## src/rtl/jcu_seq.sv

```systemverilog
// Instruction sequencer: phase generator, step counter and run/pause/single/halt control,
// decoding the instruction register into phased set/enable strobes for the datapath.
module jcu_seq #(
    parameter int RBITS = 2,
    parameter int NSTEP = 6,
    parameter int IRW   = 4 + 2 * RBITS
) (
    input  logic                  CLK_clk,
    input  logic                  reset,
    input  logic                  run,
    input  logic                  step_req,
    input  logic [IRW-1:0]        ir_bus,
    input  logic [3:0]            flags,
    output logic [NSTEP-1:0]      stp_bus,
    output logic                  clke,
    output logic                  clks,
    output logic [6:0]            sets,
    output logic [2:0]            enas,
    output logic [2**RBITS-1:0]   reg_s,
    output logic [2**RBITS-1:0]   reg_e,
    output logic                  bus1_bit1,
    output logic [2:0]            alu_op,
    output logic                  alu_ci,
    output logic                  halted
);

    localparam int NREG = 2 ** RBITS;
    localparam int SW   = $clog2(NSTEP);

    typedef enum logic [1:0] {
        S_PAUSED = 2'd0,
        S_RUN    = 2'd1,
        S_SINGLE = 2'd2,
        S_HALTED = 2'd3
    } state_t;

    state_t        state, state_nxt;
    logic [1:0]    phase, phase_nxt;
    logic [SW-1:0] step, step_nxt;
    logic          halt_arm, halt_arm_nxt;

    logic active;
    logic boundary;
    logic halt_hit;

    // Instruction fields; the IR is numbered MSB-first, so ir[0] is ir_bus[IRW-1].
    logic              is_alu;
    logic [2:0]        op;
    logic [RBITS-1:0]  reg_a;
    logic [RBITS-1:0]  reg_b;
    logic [2*RBITS-1:0] operand;
    logic [3:0]        jmp_cond;
    logic              is_clf;
    logic              is_halt;
    logic              jump_ok;

    assign is_alu   = ir_bus[IRW-1];
    assign op       = ir_bus[IRW-2 -: 3];
    assign reg_a    = ir_bus[RBITS +: RBITS];
    assign reg_b    = ir_bus[0 +: RBITS];
    assign operand  = ir_bus[2*RBITS-1:0];
    assign jmp_cond = ir_bus[IRW-5 -: 4];
    assign is_clf   = !is_alu && (op == 3'b110) && (operand == '0);
    assign is_halt  = !is_alu && (op == 3'b110) && (operand == (2*RBITS)'(1));
    assign jump_ok  = |(flags & jmp_cond);

    // One-hot step, zero whenever the sequencer is not stepping.
    logic [NSTEP-1:0] st;

    assign active   = (state == S_RUN) || (state == S_SINGLE);
    assign boundary = active && (phase == 2'd3) && (step == SW'(NSTEP - 1));
    assign halt_hit = halt_arm || (st[5] && is_halt);

    always_ff @(posedge CLK_clk or posedge reset) begin
        if (reset) begin
            state    <= S_PAUSED;
            phase    <= 2'd0;
            step     <= '0;
            halt_arm <= 1'b0;
        end else begin
            state    <= state_nxt;
            phase    <= phase_nxt;
            step     <= step_nxt;
            halt_arm <= halt_arm_nxt;
        end
    end

    always_comb begin
        state_nxt    = state;
        phase_nxt    = 2'd0;
        step_nxt     = '0;
        halt_arm_nxt = 1'b0;
        if (active) begin
            phase_nxt = phase + 2'd1;
            step_nxt  = step;
            if (phase == 2'd3)
                step_nxt = (step == SW'(NSTEP - 1)) ? '0 : step + SW'(1);
            halt_arm_nxt = boundary ? 1'b0 : halt_hit;
        end
        unique case (state)
            S_PAUSED: begin
                if (run)
                    state_nxt = S_RUN;
                else if (step_req)
                    state_nxt = S_SINGLE;
            end
            S_RUN: begin
                if (boundary) begin
                    if (halt_hit)
                        state_nxt = S_HALTED;
                    else if (!run)
                        state_nxt = S_PAUSED;
                end
            end
            S_SINGLE: begin
                if (boundary)
                    state_nxt = halt_hit ? S_HALTED : S_PAUSED;
            end
            S_HALTED: state_nxt = S_HALTED;
            default:  state_nxt = S_PAUSED;
        endcase
    end

    always_comb begin
        st = '0;
        for (int i = 0; i < NSTEP; i++)
            st[i] = active && (step == SW'(i));
    end

    // Unphased per-step controls; the phasing below turns them into strobes.
    logic bus1, iar_e, ram_e, acc_e, rega_e, regb_e;
    logic ir_s, mar_s, iar_s, acc_s, ram_s, tmp_s, flags_s, regb_s;
    logic alu_step;

    always_comb begin
        bus1 = 1'b0; iar_e = 1'b0; ram_e = 1'b0; acc_e = 1'b0;
        rega_e = 1'b0; regb_e = 1'b0;
        ir_s = 1'b0; mar_s = 1'b0; iar_s = 1'b0; acc_s = 1'b0;
        ram_s = 1'b0; tmp_s = 1'b0; flags_s = 1'b0; regb_s = 1'b0;
        alu_step = 1'b0;

        if (st[0]) begin bus1 = 1'b1; iar_e = 1'b1; mar_s = 1'b1; acc_s = 1'b1; end
        if (st[1]) begin ram_e = 1'b1; ir_s = 1'b1; end
        if (st[2]) begin acc_e = 1'b1; iar_s = 1'b1; end

        if (is_alu) begin
            if (st[3]) begin regb_e = 1'b1; tmp_s = 1'b1; end
            if (st[4]) begin
                rega_e = 1'b1; alu_step = 1'b1; acc_s = 1'b1; flags_s = 1'b1;
            end
            // CMP only updates flags, so the write-back step stays quiet.
            if (st[5] && (op != 3'b111)) begin acc_e = 1'b1; regb_s = 1'b1; end
        end else begin
            unique case (op)
                3'b000: begin
                    if (st[3]) begin rega_e = 1'b1; mar_s = 1'b1; end
                    if (st[4]) begin ram_e = 1'b1; regb_s = 1'b1; end
                end
                3'b001: begin
                    if (st[3]) begin rega_e = 1'b1; mar_s = 1'b1; end
                    if (st[4]) begin regb_e = 1'b1; ram_s = 1'b1; end
                end
                3'b010: begin
                    if (st[3]) begin bus1 = 1'b1; iar_e = 1'b1; mar_s = 1'b1; acc_s = 1'b1; end
                    if (st[4]) begin ram_e = 1'b1; regb_s = 1'b1; end
                    if (st[5]) begin acc_e = 1'b1; iar_s = 1'b1; end
                end
                3'b011: begin
                    if (st[3]) begin regb_e = 1'b1; iar_s = 1'b1; end
                end
                3'b100: begin
                    if (st[3]) begin iar_e = 1'b1; mar_s = 1'b1; end
                    if (st[4]) begin ram_e = 1'b1; iar_s = 1'b1; end
                end
                3'b101: begin
                    if (st[3]) begin bus1 = 1'b1; iar_e = 1'b1; mar_s = 1'b1; acc_s = 1'b1; end
                    if (st[4]) begin acc_e = 1'b1; iar_s = 1'b1; end
                    if (st[5] && jump_ok) begin ram_e = 1'b1; iar_s = 1'b1; end
                end
                3'b110: begin
                    if (st[3] && is_clf) begin bus1 = 1'b1; flags_s = 1'b1; end
                end
                default: ;
            endcase
        end
    end

    logic ph_e, ph_s;

    assign ph_e = active && ((phase == 2'd1) || (phase == 2'd2));
    assign ph_s = active && (phase == 2'd2);

    always_comb begin
        stp_bus   = st;
        clke      = ph_e;
        clks      = ph_s;
        sets      = {ir_s, mar_s, iar_s, acc_s, ram_s, tmp_s, flags_s} & {7{ph_s}};
        enas      = {iar_e, ram_e, acc_e} & {3{ph_e}};
        bus1_bit1 = bus1;
        alu_op    = alu_step ? op : 3'b000;
        alu_ci    = alu_step;
        halted    = (state == S_HALTED);
        reg_s     = '0;
        reg_e     = '0;
        for (int i = 0; i < NREG; i++) begin
            reg_s[i] = ph_s && regb_s && (reg_b == RBITS'(i));
            reg_e[i] = ph_e && ((rega_e && (reg_a == RBITS'(i))) ||
                                (regb_e && (reg_b == RBITS'(i))));
        end
    end

endmodule

```

## config.mk

```make
export PLATFORM = sky130hd
export DESIGN_NAME = jcu_seq
export DESIGN_NICKNAME = d
export VERILOG_FILES = /design/src/rtl/jcu_seq.sv
export SDC_FILE = /design/constraint.sdc
export NUM_CORES = 1
export LEC_CHECK = 0
export BUFFER_PORTS_ARGS = -buffer_cell sky130_fd_sc_hd__buf_2
export CAP_MARGIN = 40
export CELL_PAD_IN_SITES_DETAIL_PLACEMENT = 1
export CELL_PAD_IN_SITES_GLOBAL_PLACEMENT = 2
export CORE_MARGIN = 3
export CORE_UTILIZATION = 25
export DETAILED_ROUTE_END_ITERATION = 7
export PLACE_DENSITY_LB_ADDON = 0.12
export SETUP_SLACK_MARGIN = 0.4
export SYNTH_ARGS = -nofsm -noshare
export SYNTH_HDL_FRONTEND = slang
export SYNTH_SLANG_ARGS = --single-unit
export TNS_END_PERCENT = 10
```

## constraint.sdc

```tcl
create_clock -name CLK_clk -period 2.6 [get_ports CLK_clk]
set_input_delay 0.39 -clock CLK_clk [delete_from_list [all_inputs] [get_ports CLK_clk]]
set_output_delay 0.39 -clock CLK_clk [all_outputs]
set_load 0.05 [all_outputs]
```

==> qor.yml <==
route:
  drtIter0Drc: 23
  vias: 1318
  drc: 0
  wl_per_cell_um: 16.66
  drt_wl_total_mm: 4.282
  routed_via_density: 5.128
  first_pass_iters: 4
  final_antenna_net_count: 0
yosys:
  ys_types: 45
  synth_area_leaders: "dfrtp_1 (18%), ha_1 (9.0%), nor2_1 (5.7%)"
  syn_area_per_cell_um2: 7.383
  yosys_register_bits: 8
  synth_area_mm2: 0.001115
  yosysMostFrequentCell: "nor2_1"
  synth_top_area_share_pct: 17.96
  synth_top_area_cell: "dfrtp_1"
  async_flop_share_pct: 100.0
  postSynthCellCount: 151
  synth_edf_count: 0
  synth.yosys.seq_area_share_pct: 17.96
  synth_ff_type: "dfrtp_1"
  synthTopCellsByCount: "nor2_1 (17), inv_1 (16), nand2_1 (12)"
  synth_warnings: 0
  syn_nets: 175
grt:
  grt_max_degree: 14
  antenna_found_initial: 0
  grt_use_total_pct: 16.31
  grt_pass1_wl_mm: 6.920
  gr-total-overflow: 0
  grt_pass1_vias: 1421
clock_network:
  cts.htree.levels: 1
  clkTransAtPathRegs_ns: 0.04
  cts_buffer_depth: 2
  cts-buffers-inserted: 3
  holdBufCountCts: 0
  cts_root_buf: "clkbuf_8"
  cts_sinks: 8
  tritoncts: "yes"
  clk_latency_ns: 0.22
pwr:
  p_int_mw: 0.7366
  power_mw: 1.666
  p_comb_share_pct: 79.8
  leakage_nw: 0.8371
  pwr-share-seq_pct: 11.5
  clkPwrFrac_pct: 8.7
  p_switching_mw: 0.9294
  ir_drop_v: 0.0006056
  p_per_area_mw_per_mm2: 889.5
  p_sw_share_pct: 55.79
timing:
  rsz0062_at_grt: "true"
  slew_headroom_pct: 73.48
  timing.hold.ws_ns: 0.1105
  fin_crit_sh_pct: 93.02
  finClkSkew_ns: 0.003647
  setup_viol: 0
  slew_viol_final: 0
  fin_ws_ns: 0.1816
  fin_crit_ns: 2.418
  timing.fmax_mhz: 413.5
  hold_violations: 0
  tightest_slew_ns: 0.3956
  setup_tns_ns: 0
setup_path:
  worstPathRequired_ns: 2.21
  worstSetupStartpointType: "flop"
  worstSetupPathType: "reg -> out"
  rr_worst_depth: 7
  path_max_fanout: 6
  arrival_ns: 2.03
  worstSetupEndpointType: "output port"
floorplanning:
  ios: 48
  die_y_um: 72.78
  rows: 23
  initial_core_util_pct: 26.90
  dieArea_mm2: 0.005296
  die_w_um: 72.78
  core_region_area_mm2: 0.004144
final_layout:
  instances_no_fill: 257
  n_fill_cell: 500
  design_area_mm2: 0.001873
  multi_input_area_mm2: 0.001060
  post-route-util_pct: 45.20
  area_growth_syn_to_layout_pct: 68.01
  regArea_um2: 201.4
  antenna_cells: 0
  drive_above_1_share_pct: 55.56
  fin_nets: 233
placed_design:
  dp_cells: 243
  io_buffers: 47
  post-place-ws_ns: 0.1013
  gp_congestion: 0.8338
  dpl_cell_area_mm2: 0.001632
  dp_hpwl_mm: 3.343
worst_hold_path:
  hold_path_class: "in -> async"
job:
  maxCapViolCount: 0
status:
  status: "finished clean"
kinds of logic (layout without fill, tap and decap cells):
group,after synthesis,in the layout,share of synthesized area (%)
buffers and inverters,28,84,11.33
flip-flops,8,8,17.96
AND/OR/NAND/NOR,63,63,32.88
XOR/XNOR,2,2,1.572
AO/OA/AOI/OAI,39,39,24.58
adder cells (fa/ha/maj),8,8,8.979
multiplexers,3,3,2.694
power groups by stage:
stage	logic (mW)	clock network, mW	registers, mW
3_5_place_dp	1.07	0	0.198
3_3_place_gp	1.04	0	0.194
6_report	1.33	0.144	0.192
5_1_grt	1.43	0.160	0.196
4_1_cts	1.21	0.151	0.191
2_1_floorplan	0.861	0	0.183
path summary, 6_finish.rpt:
check | start | to | slack [ns]
worst max-delay path | state[1]$_DFFE_PP0P_ | reg_e[0] | 0.18
worst min-delay path | reset | state[0]$_DFFE_PP0P_ | 0.11
worst max register to register | state[1]$_DFFE_PP0P_ | state[1]$_DFFE_PP0P_ | 0.64
worst min register to register | phase[0]$_DFF_PP0_ | phase[0]$_DFF_PP0_ | 0.47
max in group asynchronous | reset | step[0]$_DFFE_PP0P_ | 2.22
min in group CLK_clk | phase[0]$_DFF_PP0_ | phase[0]$_DFF_PP0_ | 0.47
timing repair:
action / in CTS / in global routing
resized for setup: 20 / 17
endpoints found under the setup margin: 21 / 22
pin swaps: 5 / 7
buffers inserted: 7 / 4
hold endpoints to repair: 0 / 0
flip-flops by register name, indices dropped and copies added, names as in the netlist:
name      cells
halt_arm      1
phase         2
state         2
step          3
metal layers:
metal  GRT usage (%)  vias to the layer above  part of all wire (%)  wire [um]
met5               0                        -                     0          0
met4           1.639                        0                     0          0
met3           2.755                        0                   4.6        198
li1                -                      649                     -          -
met1           20.33                      637                    42       1815
met2           30.16                       32                    53       2269
layout by cell type, fill, tap and decap left out, types with 5 or more instances in the layout:
cell type / instances
buf_4: 16
dfrtp_1: 7
buf_6: 5
nor2_1: 13
nand2_1: 9
ha_1: 7
inv_1: 10
buf_2: 36
clkbuf_4: 5
o21ai_0: 5
a21oi_1: 8
final cells by class:
cell class,instances,area share [%]
Clock buffer,3,2.204
Multi-Input combinational cell,115,56.58
Inverter,18,5.277
Sequential cell,8,10.75
Tap cell,50,3.340
Timing Repair Buffer,63,21.84
worst max-delay path: stages (launching register included):
cell	delay, ns
dfrtp_1	0.36
inv_2	0.06
ha_4	0.34
nand4bb_4	0.17
inv_8	0.10
a22oi_2	0.09
or3_4	0.38
o32ai_4	0.11
buf_6	0.19
Note: power is estimated with default switching activity, not from simulation.
